### config.mk
export PLATFORM = sky130hd
export DESIGN_NAME = victim_alloc_ctrl_lv1
export DESIGN_NICKNAME = d
export VERILOG_FILES = /design/src/rtl/victim_alloc_ctrl_lv1_pkg.sv /design/src/rtl/victim_alloc_ctrl_lv1_inv_way_pick.sv /design/src/rtl/victim_alloc_ctrl_lv1.sv
export SDC_FILE = /design/constraint.sdc
export NUM_CORES = 1
export LEC_CHECK = 0
export ABC_AREA = 1
export CORE_MARGIN = 10
export CORE_UTILIZATION = 43
export CTS_CLUSTER_SIZE = 20
export DETAILED_ROUTE_END_ITERATION = 10
export GPL_ROUTABILITY_DRIVEN = 0
export PLACE_DENSITY_LB_ADDON = 0.3
export SLEW_MARGIN = 20
export SYNTH_ARGS = -nofsm -noshare
export SYNTH_HDL_FRONTEND = slang
export SYNTH_SLANG_ARGS = --single-unit
### constraint.sdc
create_clock -name clk -period 2.39 [get_ports clk]
set_input_delay 0.478 -clock clk [delete_from_list [all_inputs] [get_ports clk]]
set_output_delay 0.478 -clock clk [all_outputs]
set_load 0.02 [all_outputs]
### src/rtl/victim_alloc_ctrl_lv1_pkg.sv
// Shared types and constants for the L1 miss-allocation (victim selection) controller.
// Default widths for the index/way fields are provided here when the build does not define them.

`ifndef INDEX_MSB_LV1
`define INDEX_MSB_LV1 11
`endif

`ifndef INDEX_LSB_LV1
`define INDEX_LSB_LV1 6
`endif

`ifndef ASSOC_WID_LV1
`define ASSOC_WID_LV1 2
`endif

package lv1_alloc_pkg;

    localparam int NUM_WAYS_LV1 = 4;
    localparam int MESI_WID_LV1 = 2;

    typedef enum logic [1:0] {
        MESI_I = 2'b00,
        MESI_S = 2'b01,
        MESI_E = 2'b10,
        MESI_M = 2'b11
    } mesi_t;

    typedef enum logic [2:0] {
        IDLE   = 3'd0,
        SELECT = 3'd1,
        WB     = 3'd2,
        ALLOC  = 3'd3,
        UPDATE = 3'd4
    } alloc_state_t;

    // Extract the coherence state of one way from the packed per-set state vector.
    function automatic mesi_t way_mesi(
        input logic [NUM_WAYS_LV1*MESI_WID_LV1-1:0] way_state,
        input int                                   way
    );
        return mesi_t'(way_state[way*MESI_WID_LV1 +: MESI_WID_LV1]);
    endfunction

endpackage

### src/rtl/victim_alloc_ctrl_lv1_inv_way_pick.sv
// Priority encoder: finds the lowest-numbered way of a set whose MESI state is Invalid.

module inv_way_pick_lv1
    import lv1_alloc_pkg::*;
#(
    parameter int ASSOC_WID = `ASSOC_WID_LV1
) (
    input  logic [NUM_WAYS_LV1*MESI_WID_LV1-1:0] way_state,
    output logic                                 found,
    output logic [ASSOC_WID-1:0]                 way
);

    // NOTE: every output of a combinational block gets a default first, so no path can infer a latch.
    always_comb begin
        found = 1'b0;
        way   = '0;
        // Walk from the top way down so the lowest invalid way is the last one written and wins.
        for (int i = NUM_WAYS_LV1 - 1; i >= 0; i--) begin
            if (way_mesi(way_state, i) == MESI_I) begin
                found = 1'b1;
                way   = ASSOC_WID'(i);
            end
        end
    end

endmodule

### src/rtl/victim_alloc_ctrl_lv1.sv
// L1 miss-allocation controller: picks a victim way, writes it back if Modified, hands it to the
// fill path and reports the access to the pseudo-LRU block. Optional counters: VICTIM_STATS_EN.

module victim_alloc_ctrl_lv1
    import lv1_alloc_pkg::*;
#(
    parameter int INDEX_MSB = `INDEX_MSB_LV1,
    parameter int INDEX_LSB = `INDEX_LSB_LV1,
    parameter int ASSOC_WID = `ASSOC_WID_LV1,
    parameter int MESI_WID  = MESI_WID_LV1
) (
    input  logic                           clk,
    input  logic                           rst_n,
    input  logic                           miss_req,
    input  logic [INDEX_MSB-INDEX_LSB:0]   miss_index,
    input  logic [NUM_WAYS_LV1*MESI_WID-1:0] way_state,
    input  logic [ASSOC_WID-1:0]           lru_replacement,
    output logic [INDEX_MSB-INDEX_LSB:0]   lru_index,
    output logic                           lru_upd_valid,
    output logic [ASSOC_WID-1:0]           lru_upd_way,
    output logic                           wb_req,
    output logic [ASSOC_WID-1:0]           wb_way,
    input  logic                           wb_ack,
    output logic                           alloc_valid,
    output logic [ASSOC_WID-1:0]           alloc_way,
    input  logic                           alloc_ready,
`ifdef VICTIM_STATS_EN
    output logic [15:0]                    evict_cnt,
    output logic [15:0]                    wb_cnt,
`endif
    output logic                           busy
);

    localparam int INDEX_W = INDEX_MSB - INDEX_LSB + 1;

    alloc_state_t          state_q, state_d;
    logic [INDEX_W-1:0]    index_q;
    logic [ASSOC_WID-1:0]  victim_q;
    mesi_t                 victim_st_q;

    logic                  inv_found;
    logic [ASSOC_WID-1:0]  inv_way;
    logic [ASSOC_WID-1:0]  sel_way;
    mesi_t                 sel_st;

    inv_way_pick_lv1 #(
        .ASSOC_WID (ASSOC_WID)
    ) u_inv_pick (
        .way_state (way_state),
        .found     (inv_found),
        .way       (inv_way)
    );

    // Invalid ways are free to take; only a fully valid set falls back to the LRU choice.
    always_comb begin
        sel_way = inv_found ? inv_way : lru_replacement;
        sel_st  = way_mesi(way_state, int'(sel_way));
    end

    // NOTE: sequential state is written with non-blocking assignments so every register samples
    // the pre-edge values of the others, independent of statement order.
    always_ff @(posedge clk or negedge rst_n) begin
        if (!rst_n) begin
            state_q <= IDLE;
        end else begin
            state_q <= state_d;
        end
    end

    always_comb begin
        state_d = state_q;
        unique case (state_q)
            IDLE:    if (miss_req)    state_d = SELECT;
            SELECT:  state_d = (sel_st == MESI_M) ? WB : ALLOC;
            WB:      if (wb_ack)      state_d = ALLOC;
            ALLOC:   if (alloc_ready) state_d = UPDATE;
            UPDATE:  state_d = IDLE;
            default: state_d = IDLE;
        endcase
    end

    always_ff @(posedge clk or negedge rst_n) begin
        if (!rst_n) begin
            index_q     <= '0;
            victim_q    <= '0;
            victim_st_q <= MESI_I;
        end else begin
            if (state_q == IDLE && miss_req) begin
                index_q <= miss_index;
            end
            if (state_q == SELECT) begin
                victim_q    <= sel_way;
                victim_st_q <= sel_st;
            end
        end
    end

    // Way outputs are forced to zero outside their phase so idle buses never show a stale victim.
    always_comb begin
        busy          = (state_q != IDLE);
        lru_index     = index_q;
        wb_req        = 1'b0;
        wb_way        = '0;
        alloc_valid   = 1'b0;
        alloc_way     = '0;
        lru_upd_valid = 1'b0;
        lru_upd_way   = '0;
        unique case (state_q)
            WB: begin
                wb_req = (victim_st_q == MESI_M);
                wb_way = victim_q;
            end
            ALLOC: begin
                alloc_valid = 1'b1;
                alloc_way   = victim_q;
            end
            UPDATE: begin
                lru_upd_valid = 1'b1;
                lru_upd_way   = victim_q;
            end
            default: ;
        endcase
    end

`ifdef VICTIM_STATS_EN
    logic [15:0] evict_cnt_q;
    logic [15:0] wb_cnt_q;

    // Both counters stick at all-ones rather than wrapping.
    always_ff @(posedge clk or negedge rst_n) begin
        if (!rst_n) begin
            evict_cnt_q <= '0;
            wb_cnt_q    <= '0;
        end else begin
            if (state_q == SELECT && sel_st != MESI_I && evict_cnt_q != 16'hFFFF) begin
                evict_cnt_q <= evict_cnt_q + 16'd1;
            end
            if (state_q == WB && wb_ack && wb_cnt_q != 16'hFFFF) begin
                wb_cnt_q <= wb_cnt_q + 16'd1;
            end
        end
    end

    assign evict_cnt = evict_cnt_q;
    assign wb_cnt    = wb_cnt_q;
`endif

endmodule

# Word level (Yosys, flattened, before mapping)
# Index checks and enable logic that the tools add are counted.
[classes]
addsub = 0
multipliers = 0
n_div = 0
order_cmp = 0
n_eq_ne = 9
shift = 1
mux = 20
n_bitwise = 0
reduce_logical = 8
[op_table]
columns = ["op", "count"]
rows = [
  ["$mux W2", 8],
  ["$pmux W3 S4", 1],
  ["$mux W3", 3],
  ["$logic_not A2 Y1", 4],
  ["$mux W1", 8],
  ["$shiftx A8 B4 Y2", 1],
  ["$eq A3 B2 Y1 const B", 2],
  ["$ne A2 B2 Y1 const B", 3],
  ["$eq A2 B2 Y1 const B", 2],
  ["$eq A3 B1 Y1 const B", 1],
  ["$eq A3 B3 Y1 const B", 1],
  ["$logic_not A3 Y1", 1],
  ["$reduce_and A3 Y1", 1],
  ["$reduce_bool A3 Y1", 1],
  ["$logic_and A1 B1 Y1", 1],
]
[totals]
reg_bits = 13
latch_bits = 0
ramBits = 0
romBits = 0
input_bits = 21
output_inout_bits = 16
word_cells = 42
memories = 0

# Longest topological paths before layout
# Gate-level depths: netlist of run 1.
[logic_depth]
ltp_word = 10
depth_mapped = 12
depth_no_buf = 12

# Modules after synthesis
# A second synthesis of run 1 with hierarchy kept.
[unflattened]
hier_cells = 112
area_unflattened_um2 = 834.6
[modules_own_cells]
columns = ["module", "instances", "cells_per_inst", "area_per_inst_um2", "seq_area_each_um2"]
rows = [
  ["victim_alloc_ctrl_lv1", 1, 99, 777.0, 325.3],
  ["inv_way_pick_lv1", 1, 13, 57.6, 0.0],
]

# Worst setup path after synthesis of run 1
# OpenSTA, ideal clock, no wires.
[synth_path]
path_type = "flip-flop to output port"
start = "register state_q[2]"
end = "output port alloc_way[0]"
arrival_ps = 1124
t_required_ps = 1912
setup_slack_ps = 788
path_stages_with_launch = 4
path_buffers = 0
path_cell_list = "dfrtp_1 nor3_4 inv_2 nor2_1"
[synth_between]
elab_chain_len = 2
[synth_rtl]
columns = ["item", "line", "rtl"]
rows = [
  ["start: declaration", "victim_alloc_ctrl_lv1.sv:36", "alloc_state_t state_q, state_d;"],
  ["start signal: assignment", "victim_alloc_ctrl_lv1.sv:66", "state_q <= state_d;"],
  ["$eq A3 B2 Y1", "victim_alloc_ctrl_lv1.sv:108", "unique case (state_q)"],
  ["$mux W2", "victim_alloc_ctrl_lv1.sv:108", ""],
  ["end: declaration", "victim_alloc_ctrl_lv1.sv:25", "output logic [ASSOC_WID-1:0] alloc_way,"],
]
# No other way between the ends.

# Worst setup path in the final report of run 1
[layout_path]
start = "register state_q[2]"
end = "output port wb_way[1]"
[layout_between]
elab_chain_len = 2
[layout_rtl]
columns = ["item", "line", "rtl"]
rows = [
  ["$eq A3 B2 Y1", "victim_alloc_ctrl_lv1.sv:108", ""],
  ["$mux W2", "victim_alloc_ctrl_lv1.sv:108", ""],
  ["end: declaration", "victim_alloc_ctrl_lv1.sv:22", "output logic [ASSOC_WID-1:0] wb_way,"],
]
# No other way between the ends.

==> results by group, run 1 <==
Setup path
  • WP data arrival: 1770 ps
  • Worst setup EP type: primary output
  • Crit path max fanout: 4
  • CP startpoint kind: flip-flop
  • CP Class: reg -> out
  • Worst EP required: 1910 ps

GRT
  • Aggregate global routing overflow: 0
  • Largest net degree at the start of global routing: 14
  • Vias in the first global route: 798
  • Antenna violations before repair: 0
  • Gr usage total: 0.102
  • First-pass GRT wire length: 3.33 mm

Floorplanning
  • Starting density of the core: 0.453
  • Die Width: 62.6 um
  • I/O pin count: 37
  • DIE AREA: 3920 um^2
  • Cell Rows: 15
  • Core Box Area: 1730 um^2
  • Die height: 62.6 um

Clock tree
  • CTS clk-pin slew, worst paths: 80 ps
  • Post-CTS Hold Fix Bufs: 0
  • Root Buffer Master: clkbuf_4
  • CTS buffer count: 3
  • CTS max path bufs: 2
  • H-tree depth: 1
  • TritonCTS clock tree: yes
  • Clk Latency, worst-skew pair: 280 ps
  • CTS Sinks: 13
  • # resized after CTS: 0
  • Post-CTS Setup Bufs: 0

Timing
  • Fin. Hold Viols: 0
  • Setup Skew: 11.6 ps
  • Slew Limit Headroom: 0.619
  • Final TNS setup: 0 ps
  • Final Setup Violations: 0
  • Tightest Pin Transition: 569 ps
  • WHS: 491 ps
  • Max Freq: 446 MHz
  • RSZ-0062 raised after global routing: no
  • Post-layout minimum cycle time: 2240 ps
  • Final Cycle Share: 0.939
  • Fin. max-slew vios: 0

Worst hold path
  • Worst hold path class: reg -> reg

Routing
  • Post-DR wirelength/cell: 12.4 um
  • Antenna-violating nets left: 0
  • DR vias: 773
  • Vias per inst: 4.77
  • DRT Wirelength: 2.01 mm
  • Total iterations of the first detailed-routing run: 4
  • Drt drc: 0
  • Initial DRC count: 11

Placed design
  • Detail Placement HPWL: 1.75 mm
  • Port Buffers: 36

Yosys
  • Largest family of logic cells by synthesized area: simple AND/OR/NAND/NOR gates
  • Synth Area in Simple Gates: 0.325
  • Post-synthesis xor/xnor area fraction: 0
  • Cell Area, Synth: 782 um^2
  • Synthesized area per cell: 8.06 um^2
  • Post-synthesis compound-gate area fraction: 0.0864
  • Mux cell area share after synthesis: 0.101
  • Synth Instances: 97
  • Unique masters post-synth: 19
  • Post-synth net total: 118
  • Synth Register Bits: 13
  • Seq/Total Area, Yosys: 0.416
  • Yosys warnings: 0
  • Post-Synth Adder-Cell Area: 0

Cells and area
  • Final Util: 0.698
  • Nets: 159
  • Commonest non-fill, non-tap cells in the layout: clkdlybuf4s50_1, nand2_1, nor2_1, dfrtp_1, nand3_1
  • Area Overhead vs Synth: 54.1%
  • # diodes: 0
  • Leading cell type in the layout, fill and taps excluded: clkdlybuf4s50_1
  • Fill cells: 148
  • Share of cells above drive strength 1: 0.182

Run status
  • Status: complete, no violations

Power and ir drop
  • Total power: 1.26 mW
  • Pwr dens: 1050 nW/um^2
  • Lkg Pwr: 0.581 nW
  • VDD IR max: 0.652 mV

Flow run
  • Max Cap Viol: 0
[through the flow]
step                      instance area (um^2)  instances  setup WS (ps)
final                                     1200        162            147
after global routing                      1200        162           17.4
after CTS                                 1200        162            122
after detailed placement                  1170        158            429
after global placement                    1170        158            481
after floorplan                            782         97            788
[metal layers]
layer	global-route usage	vias to the layer above	wire, um	part of all wire
met5	0	-	0	0
met1	0.0963	352	794	0.40
met2	0.181	26	994	0.50
li1	-	391	-	-
met4	0.0251	0	32	0.016
met3	0.0663	4	183	0.091
[Yosys cell counts, drive strengths merged]
library cell | n | area [um^2]
a21oi | 1 | 8.76
nand3 | 11 | 60.1
inv | 14 | 52.6
clkinv | 1 | 3.75
o22ai | 1 | 12.5
nand2 | 23 | 96.3
nor3 | 1 | 16.3
mux2 | 7 | 78.8
o21ai | 4 | 20.0
dfrtp | 13 | 325
o21bai | 2 | 26.3
nor2 | 17 | 66.3
nand3b | 2 | 15.0
[worst max-delay path, stage by stage, from the launching register on]
cell and delay (ps):
dfrtp_1 450, nor2_1 140, nand2_1 160, nor2_1 120, clkdlybuf4s50_1 610
[cell families (layout without fill, tap and decap cells)]
family	after synthesis	in the layout
and+or+nand+nor	54	54
buffers and inverters	15	55
DFF	13	13
AOI/OAI and AO/OA	8	8
muxes	7	7
[path summary, 6_finish.rpt]
check	startpoint	slack, ps	depth (start not counted)	endpoint
setup reg to reg	state_q[2]$_DFFE_PN0P_	1060	7	state_q[0]$_DFFE_PN0P_
max in group asynchronous	rst_n	1450	1	lru_index[3]$_DFFE_PN0P_
hold reg to reg	victim_q[0]$_DFFE_PN0P_	490	2	victim_q[0]$_DFFE_PN0P_
min in group asynchronous	rst_n	560	1	state_q[2]$_DFFE_PN0P_
hold / removal	victim_q[0]$_DFFE_PN0P_	490	2	victim_q[0]$_DFFE_PN0P_
setup / recovery	state_q[2]$_DFFE_PN0P_	150	4	wb_way[1]
[where the power goes]
part           switching, mW  internal (mW)  leakage [nW]
combinational          0.389          0.345         0.409
clock                 0.0714         0.0647        0.0150
sequential            0.0622          0.329         0.157
[cell type report]
cell class	count	area, um^2	area share
clock buffer	4	26.3	0.0218
inverter	15	56.3	0.0467
multi-input combinational	69	400	0.332
sequential	13	325	0.270
tap	25	31.3	0.0260
timing repair buffer	36	365	0.303
[flip-flops by register name, summed over array words and instances (netlist names)]
| register | count |
|---|---|
| victim_st_q | 2 |
| lru_index | 6 |
| state_q | 3 |
| victim_q | 2 |
Power figures use the tool's default switching activity.
==> run 2: changes to the inputs <==
Settings changed: CTS_CLUSTER_SIZE 20 to 10.
==> results of run 2 <==
The final DEF is identical to that of run 1; final timing and power are the same.
==> run 3: changes to the inputs <==
--- a/config.mk
+++ b/config.mk
@@ -7,4 +7,5 @@
 export LEC_CHECK = 0
 export ABC_AREA = 1
+export CAP_MARGIN = 25
 export CORE_MARGIN = 10
 export CORE_UTILIZATION = 43
==> constraint.sdc (replaced) <==
create_clock -name clk -period 2.39 [get_ports clk]
set_input_delay 0.478 -clock clk [delete_from_list [all_inputs] [get_ports clk]]
set_output_delay 0.478 -clock clk [all_outputs]
set_load 0.005 [all_outputs]
==> run 3 against run 2 <==
Critical path depth unchanged. Sequential power rose by 1%. First-iteration DRC count grew 100%. Largest cell class unchanged.
==> results by group, run 3 (synthesis results as in run 1) <==
Timing
  • Final Setup Violations: 0
  • Setup Skew: 1.94 ps
  • Final TNS setup: 0 ps
  • Tightest Pin Transition: 582 ps
  • RSZ-0062 raised after global routing: no
  • Worst setup margin: 191 ps
  • Fin. Hold Viols: 0
  • Slew Limit Headroom: 0.611
  • Post-layout minimum cycle time: 2200 ps
  • WHS: 496 ps
  • Fin. max-slew vios: 0
  • Final Cycle Share: 0.920
  • Max Freq: 455 MHz

Clock tree
  • Root Buffer Master: clkbuf_4
  • CTS clk-pin slew, worst paths: 80 ps
  • Post-CTS Hold Fix Bufs: 0
  • H-tree depth: 1
  • CTS buffer count: 3
  • TritonCTS clock tree: yes
  • CTS max path bufs: 2
  • CTS Sinks: 13
  • # resized after CTS: 0
  • Post-CTS Setup Bufs: 0
  • Clk Latency, worst-skew pair: 270 ps

Routing
  • DRT Wirelength: 2.13 mm
  • Post-DR wirelength/cell: 13.2 um
  • Total iterations of the first detailed-routing run: 4
  • Vias per inst: 4.83
  • Antenna-violating nets left: 0
  • Drt drc: 0
  • Initial DRC count: 22
  • DR vias: 782

Cells and area
  • Fill cells: 157
  • Post-route cell area: 1200 um^2
  • Leading cell type in the layout, fill and taps excluded: clkdlybuf4s50_1
  • Max reg flops: 6
  • # diodes: 0
  • Nets: 159
  • Fin cells: 162
  • Commonest non-fill, non-tap cells in the layout: clkdlybuf4s50_1, nand2_1, nor2_1, dfrtp_1, nand3_1
  • Share of cells above drive strength 1: 0.182
  • Final Util: 0.695
  • Area Overhead vs Synth: 53.4%

Floorplanning
  • Starting density of the core: 0.453
  • Die Width: 62.6 um
  • Die height: 62.6 um
  • I/O pin count: 37
  • Cell Rows: 15
  • Core Box Area: 1730 um^2
  • DIE AREA: 3920 um^2

GRT
  • Antenna violations before repair: 0
  • Aggregate global routing overflow: 0
  • First-pass GRT wire length: 3.55 mm
  • Gr usage total: 0.108
  • Vias in the first global route: 835
  • Largest net degree at the start of global routing: 14

Setup path
  • Cell chain of the critical path: nor2_1 -> nand2_1 -> nor2_1 -> clkdlybuf4s50_1
  • Worst path most repeated cell: nor2_1
  • Worst R2R Setup Slack: 1080 ps
  • Slowest stage cell, crit path: clkdlybuf4s50_1
  • Worst EP required: 1910 ps
  • Reg2reg end: state_q[0]$_DFFE_PN0P_
  • Worst reg-to-reg path cell count: 7
  • Origin of the critical flop-to-flop path: state_q[2]$_DFFE_PN0P_
  • CP startpoint kind: flip-flop
  • WP data arrival: 1720 ps
  • Worst setup EP type: primary output
  • CP Class: reg -> out
  • Worst stage delay on the critical path: 520 ps
  • Crit path max fanout: 4

Power and ir drop
  • Pwr dens: 970 nW/um^2
  • VDD IR max: 0.622 mV
  • Total power: 1.16 mW
  • Lkg Pwr: 0.545 nW

Worst hold path
  • Worst hold path startpoint: victim_q[1]$_DFFE_PN0P_
  • Worst hold path class: reg -> reg
  • Worst hold path endpoint: victim_q[1]$_DFFE_PN0P_
  • Hold path cells: 2

Placed design
  • Port Buffers: 36
  • Detail Placement HPWL: 1.84 mm
  • Dpl cells: 158
  • Place WS: 421 ps
  • Area after DPL: 1170 um^2

Run status
  • Status: complete, no violations

Flow run
  • Max Cap Viol: 0
[run 3: layer usage]
layer | vias up | wire [um] | GRT usage
li1 | 390 | - | -
met2 | 32 | 1100 | 0.195
met5 | - | 0 | 0
met4 | 0 | 39 | 0.0335
met3 | 6 | 219 | 0.0681
met1 | 354 | 775 | 0.0974
[run 3: power breakdown]
group          internal, mW  switching, mW  total [mW]
Sequential            0.329         0.0670       0.396
Clock                0.0647         0.0734       0.138
Combinational         0.345          0.285       0.629
[run 3: layout make-up]
type | count | area [um^2] | area share
multi-input cells | 69 | 400 | 0.334
clock buffers | 4 | 26.3 | 0.0219
flip-flops and latches | 13 | 325 | 0.271
repair buffers | 36 | 360 | 0.300
inverters | 15 | 56.3 | 0.0469
well taps | 25 | 31.3 | 0.0261
[run 3: how the worst max path moves through the flow]
| stage | from | to | depth (start not counted) |
|---|---|---|---|
| 2_1_floorplan | lru_replacement[0] | victim_st_q[0]$_DFFE_PN0P_ | 8 |
| 3_3_place_gp | way_state[4] | victim_st_q[0]$_DFFE_PN0P_ | 9 |
| 3_5_place_dp | way_state[5] | victim_st_q[0]$_DFFE_PN0P_ | 9 |
| 4_1_cts | state_q[2]$_DFFE_PN0P_ | wb_req | 4 |
| 5_1_grt | state_q[2]$_DFFE_PN0P_ | wb_req | 4 |
| 6_report | state_q[2]$_DFFE_PN0P_ | wb_req | 4 |
[run 3: critical path: cells and delay by family (launching register included)]
family / cells / cell delay, ps
simple gates: 3 / 470
buf+inv: 1 / 520
flops: 1 / 450
